<file path="config.mk">
export PLATFORM = sky130hd
export DESIGN_NAME = control_fsm
export DESIGN_NICKNAME = d
export VERILOG_FILES = /design/src/rtl/control_fsm.sv
export SDC_FILE = /design/constraint.sdc
export NUM_CORES = 1
export LEC_CHECK = 0
export ABC_AREA = 1
export CELL_PAD_IN_SITES_DETAIL_PLACEMENT = 1
export CELL_PAD_IN_SITES_GLOBAL_PLACEMENT = 1
export CORE_AREA = 8 8 70 72
export DETAILED_ROUTE_END_ITERATION = 7
export DIE_AREA = 0 0 78 80
export DONT_BUFFER_PORTS = 1
export PLACE_DENSITY_LB_ADDON = 0.12
export SYNTH_ARGS = -nofsm -noshare
export SYNTH_HDL_FRONTEND = slang
export SYNTH_SLANG_ARGS = --single-unit
</file>
<file path="constraint.sdc">
create_clock -name clk -period 2.9 [get_ports clk]
set_input_delay 0.58 -clock clk [delete_from_list [all_inputs] [get_ports clk]]
set_output_delay 0.58 -clock clk [all_outputs]
set_load 0.01 [all_outputs]
</file>
<file path="src/rtl/control_fsm.sv">
// Multicycle control unit for the RV64 processing datapath.
// The state register and the Moore control word are registered together.
// Only ALUOp and PCWriteState are decoded combinationally, because they
// also depend on the instruction fields and on alu_equal.
`timescale 1ns/1ps
module control_fsm #(
  parameter logic [3:0] ALU_ADD   = 4'd0,
  parameter logic [3:0] ALU_SUB   = 4'd1,
  parameter logic [3:0] ALU_AND   = 4'd2,
  parameter logic [3:0] ALU_OR    = 4'd3,
  parameter logic [3:0] ALU_XOR   = 4'd4,
  parameter logic [3:0] ALU_PASSB = 4'd5
) (
  input  logic        clk,
  input  logic        reset,
  input  logic [31:0] instruction,
  input  logic        alu_zero,
  input  logic        alu_equal,
  input  logic        alu_greater,
  input  logic        alu_less,
  output logic        PCWrite,
  output logic        PCWriteCond,
  output logic        PCWriteState,
  output logic        PCSource,
  output logic        ALUSrcA,
  output logic [1:0]  ALUSrcB,
  output logic [3:0]  ALUOp,
  output logic        LoadAOut,
  output logic        RegWrite,
  output logic        LoadRegA,
  output logic        LoadRegB,
  output logic [1:0]  MemToReg,
  output logic        DMemOp,
  output logic        LoadMDR,
  output logic [1:0]  LoadSplice,
  output logic [1:0]  StoreSplice,
  output logic        IMemRead,
  output logic        IRWrite,
  output logic        halt
);

  localparam logic [6:0] OP_RTYPE = 7'b0110011;
  localparam logic [6:0] OP_ITYPE = 7'b0010011;
  localparam logic [6:0] OP_LUI   = 7'b0110111;
  localparam logic [6:0] OP_LOAD  = 7'b0000011;
  localparam logic [6:0] OP_STORE = 7'b0100011;
  localparam logic [6:0] OP_BRAN  = 7'b1100011;
  localparam logic [6:0] OP_JAL   = 7'b1101111;

  typedef enum logic [4:0] {
    S_RESET, S_FETCH, S_FWAIT, S_IR, S_DECODE,
    S_EXR, S_EXI, S_EXLUI, S_WB,
    S_MADDR, S_MRD, S_MLD, S_LWB, S_MWR,
    S_BR, S_NEXT, S_JAL1, S_JAL2, S_TRAP
  } state_e;

  typedef struct packed {
    logic       pcWrite;
    logic       pcWriteCond;
    logic       pcSource;
    logic       aluSrcA;
    logic [1:0] aluSrcB;
    logic       loadAOut;
    logic       regWrite;
    logic       loadRegA;
    logic       loadRegB;
    logic [1:0] memToReg;
    logic       dMemOp;
    logic       loadMdr;
    logic [1:0] loadSplice;
    logic [1:0] storeSplice;
    logic       iMemRead;
    logic       irWrite;
    logic       halt;
  } ctrl_t;

  state_e     state_q, state_d;
  ctrl_t      ctrl_q;
  logic [6:0] opcode;
  logic [2:0] funct3;
  logic [6:0] funct7;
  logic [3:0] rOp;
  logic       rLegal;
  logic       branchTaken;
  logic       unusedBits;

  assign opcode     = instruction[6:0];
  assign funct3     = instruction[14:12];
  assign funct7     = instruction[31:25];
  assign unusedBits = ^{alu_zero, alu_greater, alu_less,
                        instruction[11:7], instruction[24:15]};

  // Control word held by each state; access size is the inverted low funct3 bits
  // (ld/sd 011 -> 00, w 010 -> 01, h 001 -> 10, b 000 -> 11).
  function automatic ctrl_t decodeCtrl(input state_e s, input logic [2:0] f3);
    ctrl_t c;
    c = '0;
    case (s)
      S_FETCH, S_FWAIT: c.iMemRead = 1'b1;
      S_IR:             c.irWrite = 1'b1;
      S_DECODE: begin
        c.loadRegA = 1'b1;
        c.loadRegB = 1'b1;
        c.aluSrcB  = 2'b10;
        c.loadAOut = 1'b1;
      end
      S_EXR: begin
        c.aluSrcA  = 1'b1;
        c.loadAOut = 1'b1;
      end
      S_EXI, S_MADDR: begin
        c.aluSrcA  = 1'b1;
        c.aluSrcB  = 2'b10;
        c.loadAOut = 1'b1;
      end
      S_EXLUI: begin
        c.aluSrcB  = 2'b10;
        c.loadAOut = 1'b1;
      end
      S_WB: begin
        c.pcWrite  = 1'b1;
        c.aluSrcB  = 2'b01;
        c.regWrite = 1'b1;
      end
      S_MLD: c.loadMdr = 1'b1;
      S_LWB: begin
        c.pcWrite    = 1'b1;
        c.aluSrcB    = 2'b01;
        c.regWrite   = 1'b1;
        c.memToReg   = 2'b01;
        c.loadSplice = ~f3[1:0];
      end
      S_MWR: begin
        c.pcWrite     = 1'b1;
        c.aluSrcB     = 2'b01;
        c.dMemOp      = 1'b1;
        c.storeSplice = ~f3[1:0];
      end
      S_BR: begin
        c.aluSrcA     = 1'b1;
        c.pcWriteCond = 1'b1;
        c.pcSource    = 1'b1;
      end
      S_NEXT, S_JAL1: begin
        c.pcWrite = 1'b1;
        c.aluSrcB = 2'b01;
      end
      S_JAL2: begin
        c.pcWrite  = 1'b1;
        c.pcSource = 1'b1;
        c.regWrite = 1'b1;
        c.memToReg = 2'b10;
      end
      S_TRAP:  c.halt = 1'b1;
      default: ;
    endcase
    return c;
  endfunction

  // Map R-type funct3/funct7 onto an ALU operation and flag illegal combinations.
  always_comb begin
    rOp    = ALU_ADD;
    rLegal = 1'b1;
    case (funct3)
      3'b000: begin
        if (funct7 == 7'b0100000)      rOp = ALU_SUB;
        else if (funct7 != 7'b0000000) rLegal = 1'b0;
      end
      3'b111:  begin rOp = ALU_AND; rLegal = (funct7 == 7'b0000000); end
      3'b110:  begin rOp = ALU_OR;  rLegal = (funct7 == 7'b0000000); end
      3'b100:  begin rOp = ALU_XOR; rLegal = (funct7 == 7'b0000000); end
      default: rLegal = 1'b0;
    endcase
  end

  assign branchTaken = ((funct3 == 3'b000) &  alu_equal) |
                       ((funct3 == 3'b001) & ~alu_equal);

  // Next-state sequencing, including opcode dispatch and illegal-encoding traps.
  always_comb begin
    state_d = state_q;
    case (state_q)
      S_RESET:  state_d = S_FETCH;
      S_FETCH:  state_d = S_FWAIT;
      S_FWAIT:  state_d = S_IR;
      S_IR:     state_d = S_DECODE;
      S_DECODE: begin
        case (opcode)
          OP_RTYPE:          state_d = S_EXR;
          OP_ITYPE:          state_d = S_EXI;
          OP_LUI:            state_d = S_EXLUI;
          OP_LOAD, OP_STORE: state_d = funct3[2] ? S_TRAP : S_MADDR;
          OP_BRAN:           state_d = S_BR;
          OP_JAL:            state_d = S_JAL1;
          default:           state_d = S_TRAP;
        endcase
      end
      S_EXR:    state_d = rLegal ? S_WB : S_TRAP;
      S_EXI:    state_d = (funct3 == 3'b000) ? S_WB : S_TRAP;
      S_EXLUI:  state_d = S_WB;
      S_WB:     state_d = S_FETCH;
      S_MADDR:  state_d = (opcode == OP_LOAD) ? S_MRD : S_MWR;
      S_MRD:    state_d = S_MLD;
      S_MLD:    state_d = S_LWB;
      S_LWB:    state_d = S_FETCH;
      S_MWR:    state_d = S_FETCH;
      S_BR: begin
        if (funct3[2:1] != 2'b00) state_d = S_TRAP;
        else if (branchTaken)     state_d = S_FETCH;
        else                      state_d = S_NEXT;
      end
      S_NEXT:   state_d = S_FETCH;
      S_JAL1:   state_d = S_JAL2;
      S_JAL2:   state_d = S_FETCH;
      S_TRAP:   state_d = S_TRAP;
      default:  state_d = S_RESET;
    endcase
  end

  // ALU function: operation-specific in EXR/EXLUI/BR, add everywhere else.
  always_comb begin
    ALUOp = ALU_ADD;
    case (state_q)
      S_EXR:   ALUOp = rOp;
      S_EXLUI: ALUOp = ALU_PASSB;
      S_BR:    ALUOp = ALU_SUB;
      default: ;
    endcase
  end

  // State and control word registered together; reset abandons any pending write.
  always_ff @(posedge clk or negedge reset) begin
    if (!reset) begin
      state_q <= S_RESET;
      ctrl_q  <= '0;
    end else begin
      state_q <= state_d;
      ctrl_q  <= decodeCtrl(state_d, funct3);
    end
  end

  assign PCWrite      = ctrl_q.pcWrite;
  assign PCWriteCond  = ctrl_q.pcWriteCond;
  assign PCWriteState = ctrl_q.pcWrite | (ctrl_q.pcWriteCond & branchTaken);
  assign PCSource     = ctrl_q.pcSource;
  assign ALUSrcA      = ctrl_q.aluSrcA;
  assign ALUSrcB      = ctrl_q.aluSrcB;
  assign LoadAOut     = ctrl_q.loadAOut;
  assign RegWrite     = ctrl_q.regWrite;
  assign LoadRegA     = ctrl_q.loadRegA;
  assign LoadRegB     = ctrl_q.loadRegB;
  assign MemToReg     = ctrl_q.memToReg;
  assign DMemOp       = ctrl_q.dMemOp;
  assign LoadMDR      = ctrl_q.loadMdr;
  assign LoadSplice   = ctrl_q.loadSplice;
  assign StoreSplice  = ctrl_q.storeSplice;
  assign IMemRead     = ctrl_q.iMemRead;
  assign IRWrite      = ctrl_q.irWrite;
  assign halt         = ctrl_q.halt;

endmodule

</file>
Word-level counts from Yosys, hierarchy flattened

Cells that the tools add are included.

Equality and inequality tests: 47
Multiplexer cells: 30
Bitwise gates (word level): 7
Reductions and logical operators: 16

Operators by type and width:

| kind                                                                   | count |
|---|---|
| 5-bit by 4-bit equality test with 1-bit output (second input constant) | 15 |
| 5-bit case mux with 14 select lines                                    | 1 |
| 5-bit by 3-bit equality test with 1-bit output (second input constant) | 8 |
| 5-bit equality test (second input constant)                            | 6 |
| 5-bit case mux with 6 select lines                                     | 1 |
| 7-bit by 6-bit equality test with 1-bit output (second input constant) | 4 |
| 5-bit by 2-bit equality test with 1-bit output (second input constant) | 4 |
| 5-bit 2-to-1 mux                                                       | 4 |
| 7-bit equality test (second input constant)                            | 2 |
| 1-bit 2-to-1 mux                                                       | 14 |
| 3-bit case mux with 4 select lines                                     | 1 |
| 4-bit case mux with 3 select lines                                     | 1 |
| 6-bit OR reduction                                                     | 2 |
| 5-bit by 1-bit equality test with 1-bit output (second input constant) | 2 |
| 5-bit OR reduction                                                     | 2 |
| 3-bit equality test (second input constant)                            | 3 |
| 2-bit case mux with 2 select lines                                     | 2 |
| 4-bit OR reduction                                                     | 2 |
| 7-bit by 2-bit equality test with 1-bit output (second input constant) | 1 |
| 7-bit by 5-bit equality test with 1-bit output (second input constant) | 1 |
| 7-bit zero test                                                        | 1 |
| 7-bit nonzero test                                                     | 1 |
| 2-bit 2-to-1 mux                                                       | 3 |
| 2-bit OR reduction                                                     | 3 |
| other kinds (12)                                                       | 16 |

Register bits: 26
Bits of input ports: 38
Output and inout port bits: 26
Logic and storage cells: 118

Depth between registers and ports, before layout

Gate-level depths: netlist (run 1).

Word-level depth: 9
Depth in mapped cells: 13
Depth with buffers taken out: 13

Least setup slack after synthesis (run 1)

No wires, ideal clock.

Kind: in2out
From: in instruction[29]
To: out ALUOp[0]
Data arrival time: 1.442 ns
Data required time: 2.320 ns
Slack: 0.878 ns
Stages on the path: 5
Buffers on the path: 0
Cell sequence: nor2_1 nand2_1 nor2_1 a31oi_1 o311ai_0

Longest elaborated chain between the ends: 4

RTL lines:

| item                                           | line | source |
|---|---|---|
| start, declared                                | 16   | `input logic [31:0] instruction,` |
| 7-bit by 6-bit equality test with 1-bit output | 166  | `if (funct7 == 7'b0100000) rOp = ALU_SUB;` |
| 1-bit 2-to-1 mux                               | 166  |  |
| 3-bit case mux with 4 select lines             | 164  | `case (funct3)` |
| 4-bit case mux with 3 select lines             | 223  | `case (state_q)` |
| end, declared                                  | 27   | `output logic [3:0] ALUOp,` |

No other way between the ends.

Final worst setup path (run 1)

From: reg state_q[1]
To: out ALUOp[0]

Longest elaborated chain between the ends: 2
Elaborated cells between the ends (all ways): 4

RTL lines:

| item                                                                                                             | line | source |
|---|---|---|
| start, declared                                                                                                  | 77   | `state_e state_q, state_d;` |
| start signal, assigned                                                                                           | 237  | `state_q <= state_d;` |
| 5-bit by 4-bit equality test with 1-bit output or 5-bit by 3-bit equality test with 1-bit output (tied branches) | 223  |  |
| 4-bit case mux with 3 select lines (*)                                                                           | 223  |  |

Mark *: on every way between the ends. The rest lies on a longest branch, timed or not.

==> flow_summary.ini, run 1 <==
[placement]
gp_congestion = 0.8461
numPortBuffers = 0
placed_cells = 280
post_dp_cell_area_sq_um = 1667
dp_hpwl_microns = 3504
dp_slack_ns = 0.6509

[min_path]
hp-class = in2async

[power]
totalPowerFinal_mw = 1.472
power_density_nw_per_um2 = 848.2
internal_power_mw = 0.7567
p_leak_nw = 0.9372
power.share.clock_pct = 15.2
switching_share_pct = 48.59
power.switching_mw = 0.7152
pwr-share-seq_pct = 38.6
ir_worst_vdd_mv = 0.4553
comb_power_share_pct = 46.2

[setup_path]
critPathLaunchType = register
cp_max_fo = 8
max_stage_delay_ns = 0.64
critPathBufInv = 1
critPathTopFamily = compound AO/OA/AOI/OAI gates
worstSetupPathType = reg2out
crit_end = ALUOp[0]
critPathSlowestCell = o311ai_0
crit_required_ns = 2.32
arrival_ns = 1.95
reg2reg_from = state_q[0]
cp-end-kind = output port
r2r_slack_ns = 0.93
path_cells = inv_2, nand3_2, nor2_2, nand2_2, o311ai_0
crit_path_start = state_q[1]
r2r_cells = 9
r2r_end = PCWrite
cp.depth = 5

[timing]
worst_slack_ns = 0.3686
setup_viol = 0
final_hold_viol_count = 0
rsz0062_at_grt = no
tns_ns = 0
fmax_mhz = 395.0
maxSlewHeadroom_pct = 52.44
min_period_ns = 2.531
whs_ns = 0.09657
worst_pin_slew_ns = 0.7045
period_share_pct = 87.29
fin_skew_ns = 0.005525
slew_violations = 0

[clock_network]
cts_buffers = 3
post_cts_buffers = 0
clk_pin_slew_ns = 0.10
cts_root_buf = clkbuf_8
cts_tree = built
cts_htree_levels = 1
insertion_delay_ns = 0.28
clockBufferDepth = 2
cts.sinks = 25

[synthesis]
syn-num-nets = 272
synth_seq_area_share_pct = 38.11
yosysWarningCount = 0
ys_seq_elements = 25
syn_area_sq_um = 1642
syn_avg_cell_area_sq_um = 7.015
synth.distinct_cells = 29
syn_inst = 234

[floorplanning]
coreArea_sq_um = 3856
pin_count = 64
die_x_microns = 78
die_y_microns = 80
core.rowCount = 23
die_area_sq_um = 6240
initial_core_util_pct = 42.57

[global_route]
grt_usage_pct = 14.38
grt_overflow = 0
grt_antenna_before_repair = 0
grt_pass1_wl_microns = 7217
grt_max_degree = 26
grt_pass1_vias = 1545

[detailed_routing]
wl_per_cell_microns = 15.33
drt_iter0_markers = 67
drc_errors = 0
ant_nets = 0
drtPass1Iterations = 4
via_count = 1464
vias_per_cell = 5.137
wirelength_microns = 4368

[layout]
fin_cells = 285
drive_above_1_share_pct = 14.89
area_growth_pct = 5.716
final_area_sq_um = 1735
diodes = 0
fin_util_pct = 45.00
nets = 274

[status]
status = complete, no violations

[job]
max-cap-violations = 0
## layer usage
layer | vias up | part of all wire (%) | track usage, %
li1 | 731 | - | -
met3 | 5 | 5.1 | 3.829
met1 | 698 | 43 | 15.90
met5 | - | 0 | 0
met2 | 30 | 51 | 26.23
met4 | 0 | 1.3 | 4.444
## worst min path at each step
stage / from / endpoint / slack, ns / cells after the start
final: reset / MemToReg[0] / 0.1 / 1
after global routing: reset / LoadSplice[0] / 0.1 / 1
after CTS: reset / StoreSplice[1] / 0.10 / 1
after global placement: reset / StoreSplice[0] / 0.29 / 0
after detailed placement: reset / StoreSplice[1] / 0.29 / 0
after floorplan: reset / ALUSrcA / 0.28 / 0
## timing repair
action,CTS,global route
resized for setup,0,0
endpoints found under the hold margin,25,0
hold buffers,1,0
## worst register-to-register path: stages, from the launching register on
cell     delay, ns
dfrtp_1       0.58
inv_1         0.17
nand3_4       0.12
inv_1         0.07
nand3_1       0.07
nand2_1       0.08
nor3_1        0.33
nand2_1       0.14
o21ai_1       0.17
nand3_1       0.11
## power groups by stage
stage	clock network, mW	logic, mW	registers, mW
2_1_floorplan	0	0.611	0.520
3_3_place_gp	0	0.655	0.578
3_5_place_dp	0	0.664	0.579
4_1_cts	0.230	0.686	0.574
5_1_grt	0.239	0.773	0.584
6_report	0.224	0.679	0.569
## cell usage in the layout (no fill, tap or decap)
cell type	n
nor2_4	2
a31o_2	1
inv_2	5
a21oi_1	2
nand2_2	3
nand4_1	6
nor2_2	9
nand3_2	3
dfrtp_1	25
nand3_4	1
nor4_2	1
nand4_2	1
o21ai_1	1
conb_1	1
nand3_1	22
inv_4	1
nor2_1	43
o21ai_4	1
clkbuf_8	3
nand2_4	2
o311ai_0	1
buf_12	1
o41ai_1	1
nand2_1	53
o21ai_0	5
nor3_1	5
inv_1	32
nand3b_1	2
a31oi_1	1
clkinvlp_4	1
## state kept, by name, summed over array words and instances (netlist names)
name,count
IRWrite,1
PCWriteCond,1
DMemOp,1
StoreSplice,2
LoadMDR,1
LoadSplice,2
state_q,5
LoadAOut,1
LoadRegA,1
IMemRead,1
ALUSrcA,1
PCWrite,1
RegWrite,1
ALUSrcB,2
halt,1
MemToReg,2
PCSource,1
## layout make-up
cell class                      count  area [sq um]
Timing Repair Buffer                1         20.02
Tap cell                           50         62.56
Inverter                           38         145.1
Multi-Input combinational cell    167         833.3
Sequential cell                    25         625.6
Clock buffer                        3         41.29
Clock inverter                      1         7.507
Fill cell                         516          2121
## cell usage after synthesis (all sizes together)
| library cell | n | area share [%] |
|---|---|---|
| o41ai | 1 | 0.53 |
| nand4 | 7 | 3.0 |
| dfrtp | 25 | 38 |
| o311ai | 1 | 0.53 |
| a21oi | 2 | 0.61 |
| conb | 1 | 0.23 |
| a31o | 1 | 0.53 |
| a31oi | 1 | 0.38 |
| nor3 | 5 | 1.5 |
| nand3 | 26 | 9.6 |
| nand2 | 58 | 15 |
| buf | 4 | 2.3 |
| inv | 38 | 8.8 |
| nor2 | 54 | 15 |
| nand3b | 2 | 0.91 |
| nor4 | 1 | 0.76 |
| o21ai | 7 | 2.8 |
## kinds of logic after synthesis
kind of cell,share of synthesized area [%]
compound gates,5.412
buf+inv,11.13
flops,38.11
other cells,0.2284
simple gates,45.12
(Power assumes the default switching activity.)
==> run 2, diff against run 1 <==
--- a/config.mk
+++ b/config.mk
@@ -6,12 +6,13 @@
 export NUM_CORES = 1
 export LEC_CHECK = 0
 export ABC_AREA = 1
+export BUFFER_PORTS_ARGS = -buffer_cell sky130_fd_sc_hd__buf_2
 export CELL_PAD_IN_SITES_DETAIL_PLACEMENT = 1
 export CELL_PAD_IN_SITES_GLOBAL_PLACEMENT = 1
-export CORE_AREA = 8 8 70 72
+export CORE_AREA = 8 8 77 79
+export CTS_CLUSTER_SIZE = 20
 export DETAILED_ROUTE_END_ITERATION = 7
-export DIE_AREA = 0 0 78 80
-export DONT_BUFFER_PORTS = 1
+export DIE_AREA = 0 0 85 87
 export PLACE_DENSITY_LB_ADDON = 0.12
 export SYNTH_ARGS = -nofsm -noshare
 export SYNTH_HDL_FRONTEND = slang
==> flow_summary.ini, run 2 (same netlist as run 1, synthesis figures left out) <==
[timing]
fmax_mhz = 406.9
rsz0062_at_grt = no
final_hold_viol_count = 0
tns_ns = 0
setup_viol = 0
worst_pin_slew_ns = 0.5938
fin_skew_ns = 0.004659
slew_violations = 0
maxSlewHeadroom_pct = 60.41
period_share_pct = 84.74
min_period_ns = 2.457
whs_ns = 0.2933

[global_route]
grtUsageMet3_pct = 3.302
busiest_layer = met2
grt_antenna_before_repair = 0
grt_overflow = 0
grt_usage_pct = 13.57
met2_usage_pct = 23.72
grt_pass1_wl_microns = 8079
grt_use_met1_pct = 16.02
grt_max_degree = 26
grt_pass1_vias = 1694

[clock_network]
cts_root_buf = clkbuf_8
clk_pin_slew_ns = 0.09
cts_hold_buf = 0
cts_tree = built
cts_htree_levels = 1
cts-resized-gates = 0
cts.sinks = 25
insertion_delay_ns = 0.28
post_cts_buffers = 0
clockBufferDepth = 2
cts_buffers = 3

[detailed_routing]
via_count = 1574
drt_iter0_markers = 39
wirelength_microns = 4660
wl_per_cell_microns = 13.95
drtPass1Iterations = 4
ant_nets = 0
vias_per_cell = 4.713
drc_errors = 0

[layout]
diodes = 0
largest_register_ffs = 5
final_cell_mix = nand2_1 (53), buf_2 (44), nor2_1 (43)
seq_area_sq_um = 625.6
area_growth_pct = 18.37
final_common_cell = nand2_1
multi_input_comb_area_sq_um = 833.3
fin_util_pct = 40.09
final_area_sq_um = 1943
top_register = state_q
num-fill-cells = 633
fin_cells = 334
drive_above_1_share_pct = 28.06
nets = 317

[setup_path]
cp_max_fo = 8
reg2reg_from = state_q[0]
cp-end-kind = output port
arrival_ns = 1.88
critPathLaunchType = register
worstSetupPathType = reg2out
crit_path_start = state_q[4]
crit_required_ns = 2.32

[power]
power.share.clock_pct = 14.1
power.switching_mw = 0.7327
power_density_nw_per_um2 = 792.6
pwr-share-seq_pct = 34.0
comb_power_share_pct = 51.9
ir_worst_vdd_mv = 0.4007
p_leak_nw = 1.137
internal_power_mw = 0.8073
switching_share_pct = 47.58

[placement]
gp_congestion = 0.8245
numPortBuffers = 44
dp_hpwl_microns = 3807
post_dp_cell_area_sq_um = 1894
placed_cells = 330

[status]
status = complete, no violations

[floorplanning]
core.rowCount = 26
die_y_microns = 87
initial_core_util_pct = 33.87
die_x_microns = 85
coreArea_sq_um = 4847
pin_count = 64
die_area_sq_um = 7395

[min_path]
hp-class = in2async

[job]
max-cap-violations = 0
run 2: cell types whose count changed in the layout (fill, tap and decap cells not counted):
cell,before,now
buf_12,1,0
buf_2,0,44
run 2: layout make-up:
cell class | count | area share, %
well taps | 56 | 3.606
clock inverters | 1 | 0.3863
inverters | 38 | 7.469
multi-input cells | 167 | 42.88
flip-flops and latches | 25 | 32.20
clock buffers | 3 | 2.125
repair buffers | 44 | 11.33
run 2: through the flow:
| stage | power [mW] | setup WS (ns) |
|---|---|---|
| 6_report | 1.540 | 0.4426 |
| 5_1_grt | 1.694 | 0.3617 |
| 4_1_cts | 1.569 | 0.4600 |
| 3_5_place_dp | 1.335 | 0.6856 |
| 3_3_place_gp | 1.328 | 0.6675 |
| 2_1_floorplan | 1.130 | 0.8781 |
run 2: final timing paths:
check	end	slack, ns	cells after the start
max	ALUOp[0]	0.44	6
min	StoreSplice[1]	0.29	1
max reg2reg	ALUSrcA	0.96	11
min reg2reg	IRWrite	0.69	1
max in group asynchronous	ALUSrcB[0]	2.21	1
min in group clk	LoadSplice[1]	0.53	2
run 2: power groups by stage:
| stage | sequential, mW | combinational [mW] | clock, mW |
|---|---|---|---|
| 2_1_floorplan | 0.520 | 0.611 | 0 |
| 3_3_place_gp | 0.530 | 0.798 | 0 |
| 3_5_place_dp | 0.530 | 0.804 | 0 |
| 4_1_cts | 0.524 | 0.814 | 0.231 |
| 5_1_grt | 0.539 | 0.918 | 0.237 |
| 6_report | 0.523 | 0.799 | 0.218 |
run 2: critical path, cell delays in order (launching register included):
cell and delay [ns]:
dfrtp_1 0.50, inv_4 0.16, nand3_2 0.13, nor2_2 0.17
nand2_2 0.07, o311ai_0 0.36, buf_2 0.21
run 2: routing by layer:
| layer | vias up | wire length, microns |
|---|---|---|
| met3 | 4 | 195 |
| met2 | 24 | 2268 |
| met1 | 728 | 2154 |
| met4 | 0 | 42 |
| met5 | - | 0 |
| li1 | 818 | - |
==> run 3, diff against run 2 <==
--- a/config.mk
+++ b/config.mk
@@ -5,14 +5,14 @@
 export SDC_FILE = /design/constraint.sdc
 export NUM_CORES = 1
 export LEC_CHECK = 0
-export ABC_AREA = 1
+export ABC_AREA = 0
 export BUFFER_PORTS_ARGS = -buffer_cell sky130_fd_sc_hd__buf_2
 export CELL_PAD_IN_SITES_DETAIL_PLACEMENT = 1
 export CELL_PAD_IN_SITES_GLOBAL_PLACEMENT = 1
-export CORE_AREA = 8 8 77 79
+export CORE_AREA = 8 8 79 81
 export CTS_CLUSTER_SIZE = 20
 export DETAILED_ROUTE_END_ITERATION = 7
-export DIE_AREA = 0 0 85 87
+export DIE_AREA = 0 0 87 89
 export PLACE_DENSITY_LB_ADDON = 0.12
 export SYNTH_ARGS = -nofsm -noshare
 export SYNTH_HDL_FRONTEND = slang
==> constraint.sdc (replaced) <==
create_clock -name clk -period 2.2 [get_ports clk]
set_input_delay 0.44 -clock clk [delete_from_list [all_inputs] [get_ports clk]]
set_output_delay 0.44 -clock clk [all_outputs]
set_load 0.01 [all_outputs]
==> flow_summary.ini, run 3 <==
[synthesis]
syn-num-nets = 196
synth_seq_area_share_pct = 43.48
synth_commonest_cells = dfrtp_1 (25), nor2_1 (21), nand2_1 (14), a21oi_1 (7), nand2b_1 (7)
yosysTopAreaCell = dfrtp_1
yosysMostFrequentCell = dfrtp_1
syn_inst = 158
syn_avg_cell_area_sq_um = 9.107
synthTopCellsByArea = dfrtp_1 (43%), nor2_1 (5.5%), nand2_1 (3.7%)
yosysWarningCount = 0
synthFlopType = dfrtp_1
yosysTopAreaCellShare_pct = 43.48
synth.distinct_cells = 50
ys_seq_elements = 25
synth-edff-count = 0
synth-async-reset-ratio_pct = 100.0
syn_area_sq_um = 1439

[status]
status = complete, no violations

[global_route]
grtUsageMet3_pct = 2.757
busiest_layer = met2
grt_max_degree = 26
grt_use_met1_pct = 13.67
grt_pass1_vias = 1691
met2_usage_pct = 24.43
grt_pass1_wl_microns = 7893
grt_overflow = 0
grt_antenna_before_repair = 0
grt_usage_pct = 12.65

[timing]
fmax_mhz = 472.8
period_share_pct = 96.13
fin_skew_ns = 0.006131
min_period_ns = 2.115
final_hold_viol_count = 0
maxSlewHeadroom_pct = 64.03
slew_violations = 0
worst_pin_slew_ns = 0.5395
setup_viol = 0

[detailed_routing]
ant_nets = 0
vias_per_cell = 4.810
drt_iter0_markers = 60
drtPass1Iterations = 4
via_count = 1496
drc_errors = 0
wirelength_microns = 4809
wl_per_cell_microns = 15.46

[floorplanning]
die_y_microns = 89
initial_core_util_pct = 28.91
die_x_microns = 87
core.rowCount = 26
die_area_sq_um = 7743
pin_count = 64
coreArea_sq_um = 4977

[power]
p_leak_nw = 1.079
ir_worst_vdd_mv = 0.4465
power_density_nw_per_um2 = 997.1

[placement]
dp_hpwl_microns = 3926
numPortBuffers = 44
post_dp_cell_area_sq_um = 1999
gp_congestion = 0.8500

[clock_network]
cts_buffers = 3
cts_root_buf = clkbuf_8
cts_tree = built
clk_pin_slew_ns = 0.09
clockBufferDepth = 2
insertion_delay_ns = 0.27
cts.sinks = 25
cts_htree_levels = 1

[layout]
final_area_sq_um = 2152
num-fill-cells = 608
drive_above_1_share_pct = 49.38
largest_register_ffs = 5
diodes = 0
nets = 280
final_cell_mix = buf_2 (44), buf_4 (44), dfrtp_1 (22)
seq_area_sq_um = 629.4
multi_input_comb_area_sq_um = 802.0
fin_util_pct = 43.24
area_growth_pct = 49.56
top_register = state_q

[setup_path]
arrival_ns = 2.30
cp-end-kind = register
worstSetupPathType = reg2reg
cp_max_fo = 6
critPathLaunchType = register
crit_required_ns = 2.39

[job]
max-cap-violations = 0

[min_path]
hp-class = in2async
[run 3: through the flow]
stage	setup slack, ns	setup TNS (ns)	power (mW)	cells	hold slack [ns]
after floorplan	0.05281	0	1.245	158	0.1444
after global placement	-0.1496	-0.8332	1.711	305	0.4369
after detailed placement	-0.1771	-1.183	1.747	305	0.4557
after CTS	-0.003442	-0.003442	2.036	309	0.1591
after global routing	-0.04592	-0.1116	2.323	311	0.1792
final	0.08506	0	2.146	311	0.1430
[run 3: area by class of cell]
cell class / count / area share, %
repair buffers: 89 / 26.10
clock inverters: 1 / 0.3488
inverters: 6 / 1.047
flip-flops and latches: 25 / 29.24
multi-input cells: 117 / 37.27
well taps: 70 / 4.070
clock buffers: 3 / 1.919
[run 3: final timing paths]
path                            cells past startpoint              to             from  slack (ns)
worst max-delay path                               10      ALUSrcB[1]       state_q[3]        0.09
worst min-delay path                                1         PCWrite            reset        0.14
worst max register to register                     10      ALUSrcB[1]       state_q[3]        0.09
worst min register to register                      2         IRWrite       state_q[2]        0.67
max in group asynchronous                           1      state_q[1]            reset        1.66
min in group clk                                    3  StoreSplice[0]  instruction[12]        0.49
[run 3: repair_timing]
| item | 4_1_cts | 5_1_grt |
|---|---|---|
| buffers inserted | 0 | 2 |
| gates resized for setup | 2 | 18 |
| setup endpoints to repair | 8 | 9 |
| pin swaps | 0 | 4 |
| hold buffers | 0 | 0 |
[run 3: logic make-up after synthesis]
logic type	Yosys count	synth area share, %
AO/OA/AOI/OAI	30	14.78
XOR/XNOR	4	2.435
buffers and inverters	16	6.434
flip-flops	25	43.48
other	1	0.2606
AND/OR/NAND/NOR	82	32.61
[run 3: routing by layer]
layer	vias up	wire length (microns)	part of all wire, %
li1	723	-	-
met1	736	1958	41
met2	31	2576	54
met3	6	228	4.7
met4	0	44	0.91
met5	-	0	0
[run 3: power breakdown]
part | total, mW | internal [mW] | switching [mW]
clock | 0.277 | 0.128 | 0.149
combinational | 1.22 | 0.582 | 0.640
sequential | 0.648 | 0.577 | 0.0707
[run 3: worst max-delay path, cell delays in order, from the launching register on]
cell and delay, ns:
dfrtp_2 0.47, buf_4 0.17, nand2b_1 0.13, buf_4 0.13, nor2_1 0.04, nand2_1 0.12, inv_1 0.10, nor2_4 0.14
nand3_1 0.11, or4b_4 0.54, o221ai_2 0.08
